===== config.mk =====
export PLATFORM = sky130hd
export DESIGN_NAME = mem_port_arbiter
export DESIGN_NICKNAME = d
export VERILOG_FILES = /design/src/rtl/rv32_mem_pkg.sv /design/src/rtl/mem_align_check.sv /design/src/rtl/mem_port_arbiter.sv
export SDC_FILE = /design/constraint.sdc
export NUM_CORES = 1
export LEC_CHECK = 0
export ABC_AREA = 1
export ABC_CLOCK_PERIOD_IN_PS = 1800
export CELL_PAD_IN_SITES_DETAIL_PLACEMENT = 1
export CELL_PAD_IN_SITES_GLOBAL_PLACEMENT = 1
export CORE_MARGIN = 2
export CORE_UTILIZATION = 29
export CTS_BUF_LIST = sky130_fd_sc_hd__clkbuf_4
export CTS_CLUSTER_SIZE = 16
export DETAILED_ROUTE_END_ITERATION = 16
export PLACE_DENSITY = 0.87
export SKIP_LAST_GASP = 1
export SLEW_MARGIN = 20
export SYNTH_ARGS = -nofsm -noshare
export SYNTH_HDL_FRONTEND = slang
export SYNTH_SLANG_ARGS = --single-unit

===== constraint.sdc =====
create_clock -name clk -period 1.8 [get_ports clk]
set_clock_uncertainty 0.1 [all_clocks]
set_input_delay 0.54 -clock clk [delete_from_list [all_inputs] [get_ports clk]]
set_output_delay 0.54 -clock clk [all_outputs]
set_load 0.01 [all_outputs]

===== src/rtl/rv32_mem_pkg.sv =====
// Shared definitions for the IF/MEM memory port arbiter and the MEM-stage alignment logic.
// Holds the RV32I load/store size encodings, the owner tag and the arbiter state encoding.
package rv32_mem_pkg;

  localparam logic [2:0] F3_B  = 3'b000;
  localparam logic [2:0] F3_H  = 3'b001;
  localparam logic [2:0] F3_W  = 3'b010;
  localparam logic [2:0] F3_BU = 3'b100;
  localparam logic [2:0] F3_HU = 3'b101;

  typedef enum logic [1:0] {
    OWN_NONE = 2'd0,
    OWN_IF   = 2'd1,
    OWN_DM   = 2'd2
  } owner_t;

  typedef enum logic {
    ARB_IDLE = 1'b0,
    ARB_BUSY = 1'b1
  } arb_state_t;

endpackage


===== src/rtl/mem_align_check.sv =====
// Combinational RV32I alignment check: flags word accesses off a 4-byte boundary and
// halfword accesses off a 2-byte boundary. No state, zero latency, no flow control.
module mem_align_check (
  input  logic [2:0] funct3_i,
  input  logic [1:0] addr_lo_i,
  output logic       misalign_o
);
  import rv32_mem_pkg::*;

  always_comb begin
    misalign_o = 1'b0;
    case (funct3_i)
      F3_W:       misalign_o = |addr_lo_i;
      F3_H, F3_HU: misalign_o = addr_lo_i[0];
      default:    misalign_o = 1'b0;
    endcase
  end

endmodule


===== src/rtl/mem_port_arbiter.sv =====
// Shares one single-ported memory between instruction fetch and the data stage; result returns
// MEM_LATENCY+1 cycles after the same-cycle grant, and a requester stalls until its rvalid pulse.
module mem_port_arbiter #(
  parameter int ADDR_W      = 32,
  parameter int DATA_W      = 32,
  parameter int MEM_LATENCY = 2,
  parameter int STARVE_MAX  = 4
) (
  input  logic              clk,
  input  logic              rst,
  input  logic              enable,
  input  logic              if_req,
  input  logic [ADDR_W-1:0] if_addr,
  input  logic              if_flush,
  output logic              if_gnt,
  output logic              if_rvalid,
  output logic [DATA_W-1:0] if_rdata,
  output logic              if_stall,
  input  logic              dm_req,
  input  logic              dm_we,
  input  logic [2:0]        dm_funct3,
  input  logic [ADDR_W-1:0] dm_addr,
  input  logic [DATA_W-1:0] dm_wdata,
  output logic              dm_gnt,
  output logic              dm_rvalid,
  output logic [DATA_W-1:0] dm_rdata,
  output logic              dm_misalign,
  output logic              mem_stall,
  output logic              mem_en,
  output logic              mem_we,
  output logic [2:0]        mem_funct3,
  output logic [ADDR_W-1:0] mem_addr,
  output logic [DATA_W-1:0] mem_wdata,
  input  logic [DATA_W-1:0] mem_rdata
);
  import rv32_mem_pkg::*;

  localparam int CNT_W = $clog2(MEM_LATENCY + 2);
  localparam int STK_W = (STARVE_MAX < 1) ? 1 : $clog2(STARVE_MAX + 1);
  localparam logic [CNT_W-1:0] CNT_LAST   = CNT_W'(MEM_LATENCY);
  localparam logic [STK_W-1:0] STREAK_MAX = STK_W'(STARVE_MAX);

  arb_state_t        state_q;
  owner_t            owner_q;
  logic [CNT_W-1:0]  cnt_q;
  logic [STK_W-1:0]  streak_q, streak_d;
  logic              flush_q;
  logic              misalign_q;
  logic              dm_we_q;

  logic              mem_en_q, mem_we_q;
  logic [2:0]        mem_funct3_q;
  logic [ADDR_W-1:0] mem_addr_q;
  logic [DATA_W-1:0] mem_wdata_q;
  logic              if_rvalid_q, dm_rvalid_q, dm_misalign_q;
  logic [DATA_W-1:0] if_rdata_q, dm_rdata_q;

  logic dm_mis;
  logic if_elig, dm_elig, can_grant, pick_if;

  mem_align_check u_align (
    .funct3_i   (dm_funct3),
    .addr_lo_i  (dm_addr[1:0]),
    .misalign_o (dm_mis)
  );

  // A port whose rvalid is high still holds req for the access that just finished.
  assign if_elig   = if_req & ~if_rvalid_q;
  assign dm_elig   = dm_req & ~dm_rvalid_q;
  assign can_grant = ~rst & enable & (state_q == ARB_IDLE);
  assign pick_if   = if_elig & (~dm_elig | (streak_q == STREAK_MAX));
  assign if_gnt    = can_grant & pick_if;
  assign dm_gnt    = can_grant & dm_elig & ~pick_if;

  always_comb begin
    streak_d = streak_q;
    if (!if_req || if_gnt) begin
      streak_d = '0;
    end else if (dm_gnt && if_elig && streak_q != STREAK_MAX) begin
      streak_d = streak_q + 1'b1;
    end
  end

  always_ff @(posedge clk) begin
    if (rst) begin
      state_q       <= ARB_IDLE;
      owner_q       <= OWN_NONE;
      cnt_q         <= '0;
      streak_q      <= '0;
      flush_q       <= 1'b0;
      misalign_q    <= 1'b0;
      dm_we_q       <= 1'b0;
      mem_en_q      <= 1'b0;
      mem_we_q      <= 1'b0;
      mem_funct3_q  <= '0;
      mem_addr_q    <= '0;
      mem_wdata_q   <= '0;
      if_rvalid_q   <= 1'b0;
      if_rdata_q    <= '0;
      dm_rvalid_q   <= 1'b0;
      dm_rdata_q    <= '0;
      dm_misalign_q <= 1'b0;
    end else begin
      // Strobe and completion outputs are single-cycle pulses; mem_* read as zero when idle.
      mem_en_q      <= 1'b0;
      mem_we_q      <= 1'b0;
      mem_funct3_q  <= '0;
      mem_addr_q    <= '0;
      mem_wdata_q   <= '0;
      if_rvalid_q   <= 1'b0;
      if_rdata_q    <= '0;
      dm_rvalid_q   <= 1'b0;
      dm_rdata_q    <= '0;
      dm_misalign_q <= 1'b0;
      streak_q      <= streak_d;

      case (state_q)
        ARB_IDLE: begin
          if (if_gnt || dm_gnt) begin
            state_q    <= ARB_BUSY;
            cnt_q      <= CNT_W'(1);
            owner_q    <= if_gnt ? OWN_IF : OWN_DM;
            flush_q    <= if_gnt & if_flush;
            misalign_q <= dm_gnt & dm_mis;
            dm_we_q    <= dm_we;
            if (if_gnt) begin
              mem_en_q     <= 1'b1;
              mem_funct3_q <= F3_W;
              mem_addr_q   <= if_addr;
            end else if (!dm_mis) begin
              mem_en_q     <= 1'b1;
              mem_we_q     <= dm_we;
              mem_funct3_q <= dm_funct3;
              mem_addr_q   <= dm_addr;
              mem_wdata_q  <= dm_wdata;
            end
          end else begin
            cnt_q <= '0;
          end
        end

        ARB_BUSY: begin
          cnt_q <= cnt_q + 1'b1;
          if (owner_q == OWN_IF && if_flush) begin
            flush_q <= 1'b1;
          end
          if (cnt_q == CNT_LAST) begin
            state_q <= ARB_IDLE;
            owner_q <= OWN_NONE;
            if (owner_q == OWN_IF) begin
              if (!(flush_q || if_flush)) begin
                if_rvalid_q <= 1'b1;
                if_rdata_q  <= mem_rdata;
              end
            end else begin
              dm_rvalid_q   <= 1'b1;
              dm_misalign_q <= misalign_q;
              dm_rdata_q    <= (misalign_q || dm_we_q) ? '0 : mem_rdata;
            end
          end
        end

        default: begin
          state_q <= ARB_IDLE;
          owner_q <= OWN_NONE;
        end
      endcase
    end
  end

  assign if_rvalid   = if_rvalid_q;
  assign if_rdata    = if_rdata_q;
  assign dm_rvalid   = dm_rvalid_q;
  assign dm_rdata    = dm_rdata_q;
  assign dm_misalign = dm_misalign_q;
  assign mem_en      = mem_en_q;
  assign mem_we      = mem_we_q;
  assign mem_funct3  = mem_funct3_q;
  assign mem_addr    = mem_addr_q;
  assign mem_wdata   = mem_wdata_q;

  assign if_stall  = if_req & ~if_rvalid_q;
  assign mem_stall = dm_req & ~dm_rvalid_q;

endmodule

After elaboration in Yosys (flattened, before gate mapping)

Cells that the tools add are included.

Output and inout bits: 140
Input bits: 138
Register bits after elaboration: 147

Reductions and logical operators: 21
Muxes and demuxes: 21
Add/sub/neg operators: 2
Equality and inequality tests: 10
Bitwise gates (word level): 20

Operator list:

| kind                                                                    | count |
|---|---|
| 32-bit 2-to-1 mux                                                       | 2 |
| 5-bit OR reduction                                                      | 3 |
| 1-bit bitwise AND                                                       | 10 |
| 2-bit 2-to-1 mux                                                        | 5 |
| 1-bit 2-to-1 mux                                                        | 9 |
| 1-bit NOT                                                               | 9 |
| 2-bit case mux with 2 select lines                                      | 2 |
| 4-bit OR reduction                                                      | 2 |
| 3-bit equality test, second input constant                              | 2 |
| 2-bit by 1-bit inequality test with 1-bit output, second input constant | 3 |
| 1-bit case mux with 2 select lines                                      | 3 |
| 2-bit AND reduction                                                     | 3 |
| 2-bit OR reduction                                                      | 3 |
| 3-bit OR reduction                                                      | 2 |
| 1-bit logical OR                                                        | 4 |
| 3-bit by 1-bit adder with 3-bit output, second input constant           | 1 |
| 3-bit by 1-bit equality test with 1-bit output, second input constant   | 1 |
| 3-bit by 2-bit equality test with 1-bit output, second input constant   | 1 |
| 1-bit logical AND                                                       | 3 |
| 3-bit inequality test, second input constant                            | 1 |
| 2-bit by 1-bit adder with 2-bit output, second input constant           | 1 |
| 2-bit by 1-bit equality test with 1-bit output, second input constant   | 1 |
| 2-bit equality test, second input constant                              | 1 |
| 1-bit logical NOT                                                       | 1 |
| 1-bit bitwise OR                                                        | 1 |

Longest topological paths before layout

Gate-level depths: netlist of the first run.

Depth in word-level cells: 10
Depth in mapped cells: 10

Modules after synthesis

A second synthesis of the first run with hierarchy kept.

Cell total of the unflattened synthesis: 518
Area total of the unflattened synthesis: 4,712.0 um2

Modules (own cells, without submodules):

| module           | cells each | area each (um2) | times used |
|---|---|---|---|
| mem_port_arbiter | 509        | 4,673.2         | 1 |
| mem_align_check  | 9          | 38.8            | 1 |

Least setup slack after synthesis of the first run

No wires, ideal clock.

Kind: input -> output
Start: in if_req
End: out if_gnt
Slack: -0.056 ns
Data arrival time: 1.216 ns
Cell stages on the path: 5
Buffers on the path: 1
Data required time: 1.160 ns
Path through: nand2_1 inv_1 nand2_2 nor2_4 buf_6

Cells in the longest elaborated chain, start to end: 3

Ends and longest elaborated chain:

| what               | RTL line               | text |
|---|---|---|
| start: declaration | mem_port_arbiter.sv:12 | `input logic if_req,` |
| 1-bit bitwise AND  | -                      |  |
| named net if_stall | mem_port_arbiter.sv:18 | `output logic if_stall,` |
| 1-bit bitwise AND  | mem_port_arbiter.sv:71 | `assign pick_if = if_elig & (~dm_elig \| (streak_q == STREAK_MAX));` |
| 1-bit bitwise AND  | mem_port_arbiter.sv:72 | `assign if_gnt = can_grant & pick_if;` |
| end: declaration   | mem_port_arbiter.sv:15 | `output logic if_gnt,` |

The timed path passes the listed nets, and every way through them passes these cells.

Worst setup path after layout of the first run

Start: in enable
End: out dm_gnt

Cells in the longest elaborated chain, start to end: 4

Ends and longest elaborated chain:

| what                           | RTL line               | text |
|---|---|---|
| start: declaration             | mem_port_arbiter.sv:11 | `input logic enable,` |
| 1-bit bitwise AND (2 in a row) | mem_port_arbiter.sv:70 | `assign can_grant = ~rst & enable & (state_q == ARB_IDLE);` |
| 1-bit bitwise AND (2 in a row) | mem_port_arbiter.sv:73 | `assign dm_gnt = can_grant & dm_elig & ~pick_if;` |
| end: declaration               | mem_port_arbiter.sv:24 | `output logic dm_gnt,` |

No other way between the ends.

==> qor.yml, run 1 <==
run_status:
  outcome: "finished, violations left"
  violations: "setup timing"
routing:
  ant_nets: 0
  drc: 0
  wl_per_cell_um: 16.0
  vias_per_cell: 4.22
  drt_wl_total_um: 17600
  num_vias: 4630
  drt-initial-drc-count: 81
  first_pass_iters: 4
setup_path:
  cpPeakStageDelay_ns: 0.54
  timing.rr.end: "mem_addr[27]"
  cp_cell_sequence: "clkdlybuf4s50_1 > nand3_4 > nor2_8 > nand2_4 > inv_4 > buf_6"
  start_kind: "primary input"
  crit_buf_inv: 3
  ff2ff_setup_slack_ns: -0.11
  r2r-start: "streak_q[0]"
  critical_path.top_delay_family: "buffers and inverters"
  critPathCaptureType: "primary output"
  worstPathRequired_ns: 1.16
  critPathMaxFanout: 2
  crit_type: "in2out"
  reg2regPathDepth: 12
  crit_arrival_ns: 1.58
  slowest_stage: "clkdlybuf4s50_1"
min_path:
  hold_class: "in2reg"
  holdPathEnd: "streak_q[0]"
  hold_depth: 3
  hp-start: "if_req"
floorplanning:
  core.rowCount: 48
  die_x_um: 138
  die_height_um: 138
  start_util_pct: 29.8
  die-area_mm2: 0.0189
  ios: 278
  core_area_mm2: 0.0174
layout:
  finish.instance_area_mm2: 0.00865
  syn_to_final_growth_pct: 67.0
  fillers: 1998
  drive_gt1_share_pct: 45.3
  final_nets: 1000
timing:
  hold_violations: 0
  setup_viol: 44
  final.setup.worst_slack_ns: -0.418
  max_clock_freq_mhz: 451
  post-route-period-util_pct: 123
  fin_crit_ns: 2.22
  fin_hold_ws_ns: 0.354
  rsz0062_at_grt: "yes"
  tightest_slew_ns: 0.379
  slew_headroom_pct: 74.7
  finalMaxSlewViolations: 0
place:
  place_congestion: 0.751
  place_ws_ns: -0.842
  io_buffers: 277
  placed_cell_area_mm2: 0.00848
  hpwl_um: 12800
power:
  p_clk_share_pct: 32.8
  swShare_pct: 27.7
  cellInternalPower_mw: 4.57
  sequentialPowerShare_pct: 52.8
  ir_drop_v: 0.000387
  powerDensity_mw_per_mm2: 731
  p_total_mw: 6.32
  p_sw_mw: 1.75
  combPwrFrac_pct: 14.4
  p_leak_nw: 4.20
clock_tree:
  clkLatencyLatePin_ns: 0.54
  htree_levels: 4
  cts_buffers: 17
  path_clk_slew_ns: 0.13
  cts.path.max_buffers: 2
  cts_tree: "yes"
  clockRootBuffer: "clkbuf_4"
  clock-sinks: 147
  hold_buffers: 0
synth:
  synth-edff-count: 0
  synthFlopType: "dfxtp_1"
  synth_area_leader_cell: "dfxtp_1"
  synth.most_common_cell: "dfxtp_1"
  synth_area_leaders: "dfxtp_1 57%, nor2_4 7.0%, inv_1 6.2%, nor2_1 6.0%, a21oi_2 4.1%"
  synth_warnings: 0
  synth_fp_nets: 665
  ys_seq_area_share_pct: 56.8
  synth_area_mm2: 0.00518
  synth.top_cells.by_count: "147 x dfxtp_1, 86 x inv_1, 83 x nor2_1"
  netlist-cell-type-count: 27
  syn_area_per_cell_um2: 9.88
  syn_inst: 524
  ys_ff_latch: 147
  synth_async_sr_flop_share_pct: 0
  synthDominantCellAreaShare_pct: 56.8
global_routing:
  grt_max_degree: 35
  met2_usage_pct: 32.1
  gr-total-overflow: 0
  grt_pass1_wl_um: 24600
  grt_pass1_vias: 4898
  antenna_found_initial: 1
  grt_util_met3_pct: 8.13
  grtUsageTotal_pct: 17.4
  grtUsageMet1_pct: 16.4
  gr-max-usage-layer: "met2"
flow_run:
  drv.max_cap_violation_count: 0
## power by group through the flow
stage	Clock, mW	Sequential, mW	Combinational (mW)
2_1_floorplan	0	3.43	0.303
3_3_place_gp	0	3.41	0.848
3_5_place_dp	0	3.41	0.867
4_1_cts	2.16	3.34	0.845
5_1_grt	2.30	3.34	0.980
6_report	2.07	3.34	0.907
## metal layers
layer | vias to the layer above | part of all wire (%) | routed length (um)
met5 | - | 0 | 0
li1 | 2251 | - | -
met3 | 26 | 12 | 2030
met4 | 0 | 2.0 | 359
met1 | 2141 | 35 | 6180
met2 | 212 | 51 | 9020
## worst register-to-register path: cells and delay by family, from the launching register on
| kind | cells | cell delay [ns] |
|---|---|---|
| adders and majority gates | 1 | 0.15 |
| AOI/OAI and AO/OA | 1 | 0.18 |
| and+or+nand+nor | 4 | 0.36 |
| DFF | 1 | 0.36 |
| buffers and inverters | 6 | 0.70 |
## cell usage in the layout (no fill, tap or decap), types with 11 or more instances in the layout
| cell | netlist | final |
|---|---|---|
| a21oi_2 | 24 | 27 |
| buf_12 | 6 | 16 |
| buf_2 | 8 | 122 |
| buf_4 | 2 | 30 |
| buf_6 | 6 | 12 |
| clkbuf_4 | 0 | 18 |
| clkdlybuf4s50_1 | 0 | 135 |
| dfxtp_1 | 147 | 94 |
| dfxtp_2 | 0 | 53 |
| inv_1 | 86 | 80 |
| nand2_1 | 51 | 48 |
| nand3_1 | 23 | 15 |
| nand3_2 | 18 | 17 |
| nand3_4 | 2 | 11 |
| nor2_1 | 83 | 83 |
| nor2_4 | 32 | 32 |
## cells by family (layout without fill, tap and decap cells)
| kind of cell | count (synthesis) | in the layout | share of synthesized area [%] |
|---|---|---|---|
| AOI/OAI and AO/OA | 42 | 42 | 5.90 |
| other | 0 | 1 | 0 |
| xor gates and xnor gates | 1 | 1 | 0.169 |
| DFF | 147 | 147 | 56.8 |
| buffers and inverters | 111 | 459 | 11.3 |
| and+or+nand+nor | 220 | 220 | 25.1 |
| adders and majority gates | 3 | 3 | 0.725 |
## layout make-up
type	instances	area, um2	area share (%)
diodes	1	2.50	0.0289
clock buffers	18	135	1.56
clock inverters	14	139	1.61
inverters	89	352	4.07
multi-input cells	266	1810	20.9
flip-flops and latches	147	3010	34.8
well taps	225	282	3.26
repair buffers	337	2910	33.7
repair inverters	1	6.26	0.0724
## through the flow
| step | instances | TNS, ns | utilization, % |
|---|---|---|---|
| 3_5_place_dp | 1048 | -45.83 | 48.9 |
| 5_1_grt | 1098 | -7.93 | 49.8 |
| 2_1_floorplan | 524 | 0 | - |
| 6_report | 1098 | -3.28 | 49.8 |
| 3_3_place_gp | 1048 | -41.83 | 48.9 |
| 4_1_cts | 1082 | -1.54 | 49.3 |
## timing repair
action / CTS / global route
gates cloned: 0 / 7
pin swaps: 5 / 13
resized for setup: 540 / 126
buffers inserted: 3 / 9
endpoints found under the setup margin: 140 / 100
## sequential cells by signal, indices dropped and copies added (netlist names), 2 cells and up
name and count:
dm_rdata 32, if_rdata 32, mem_addr 32, mem_wdata 32, mem_funct3 3, streak_q 3, cnt_q 2, owner_q 2
## worst max path at each step
stage / from / to / slack, ns / depth (start not counted)
after floorplan: if_req / if_gnt / 0.01 / 5
after global placement: dm_req / dm_gnt / -0.82 / 6
after detailed placement: dm_req / dm_gnt / -0.84 / 6
after CTS: streak_q[0] / dm_gnt / -0.46 / 8
after global routing: streak_q[0] / dm_gnt / -0.50 / 8
final: enable / dm_gnt / -0.42 / 6
(Power assumes the default switching activity.)
==> inputs of run 2 (changes only) <==
--- a/config.mk
+++ b/config.mk
@@ -12,6 +12,7 @@
 export CORE_MARGIN = 2
 export CORE_UTILIZATION = 29
 export CTS_BUF_LIST = sky130_fd_sc_hd__clkbuf_4
+export CTS_CLUSTER_DIAMETER = 80
 export CTS_CLUSTER_SIZE = 16
 export DETAILED_ROUTE_END_ITERATION = 16
 export PLACE_DENSITY = 0.87
==> results of run 2 <==
Same layout as run 1: the final DEF is identical, and so are final timing and power.
==> inputs of run 3 (changes only) <==
--- a/config.mk
+++ b/config.mk
@@ -15,6 +15,7 @@
 export CTS_CLUSTER_DIAMETER = 80
 export CTS_CLUSTER_SIZE = 16
 export DETAILED_ROUTE_END_ITERATION = 16
+export GPL_ROUTABILITY_DRIVEN = 0
 export PLACE_DENSITY = 0.87
 export SKIP_LAST_GASP = 1
 export SLEW_MARGIN = 20
==> results of run 3 <==
Same layout as run 1: the final DEF is identical, and so are final timing and power.
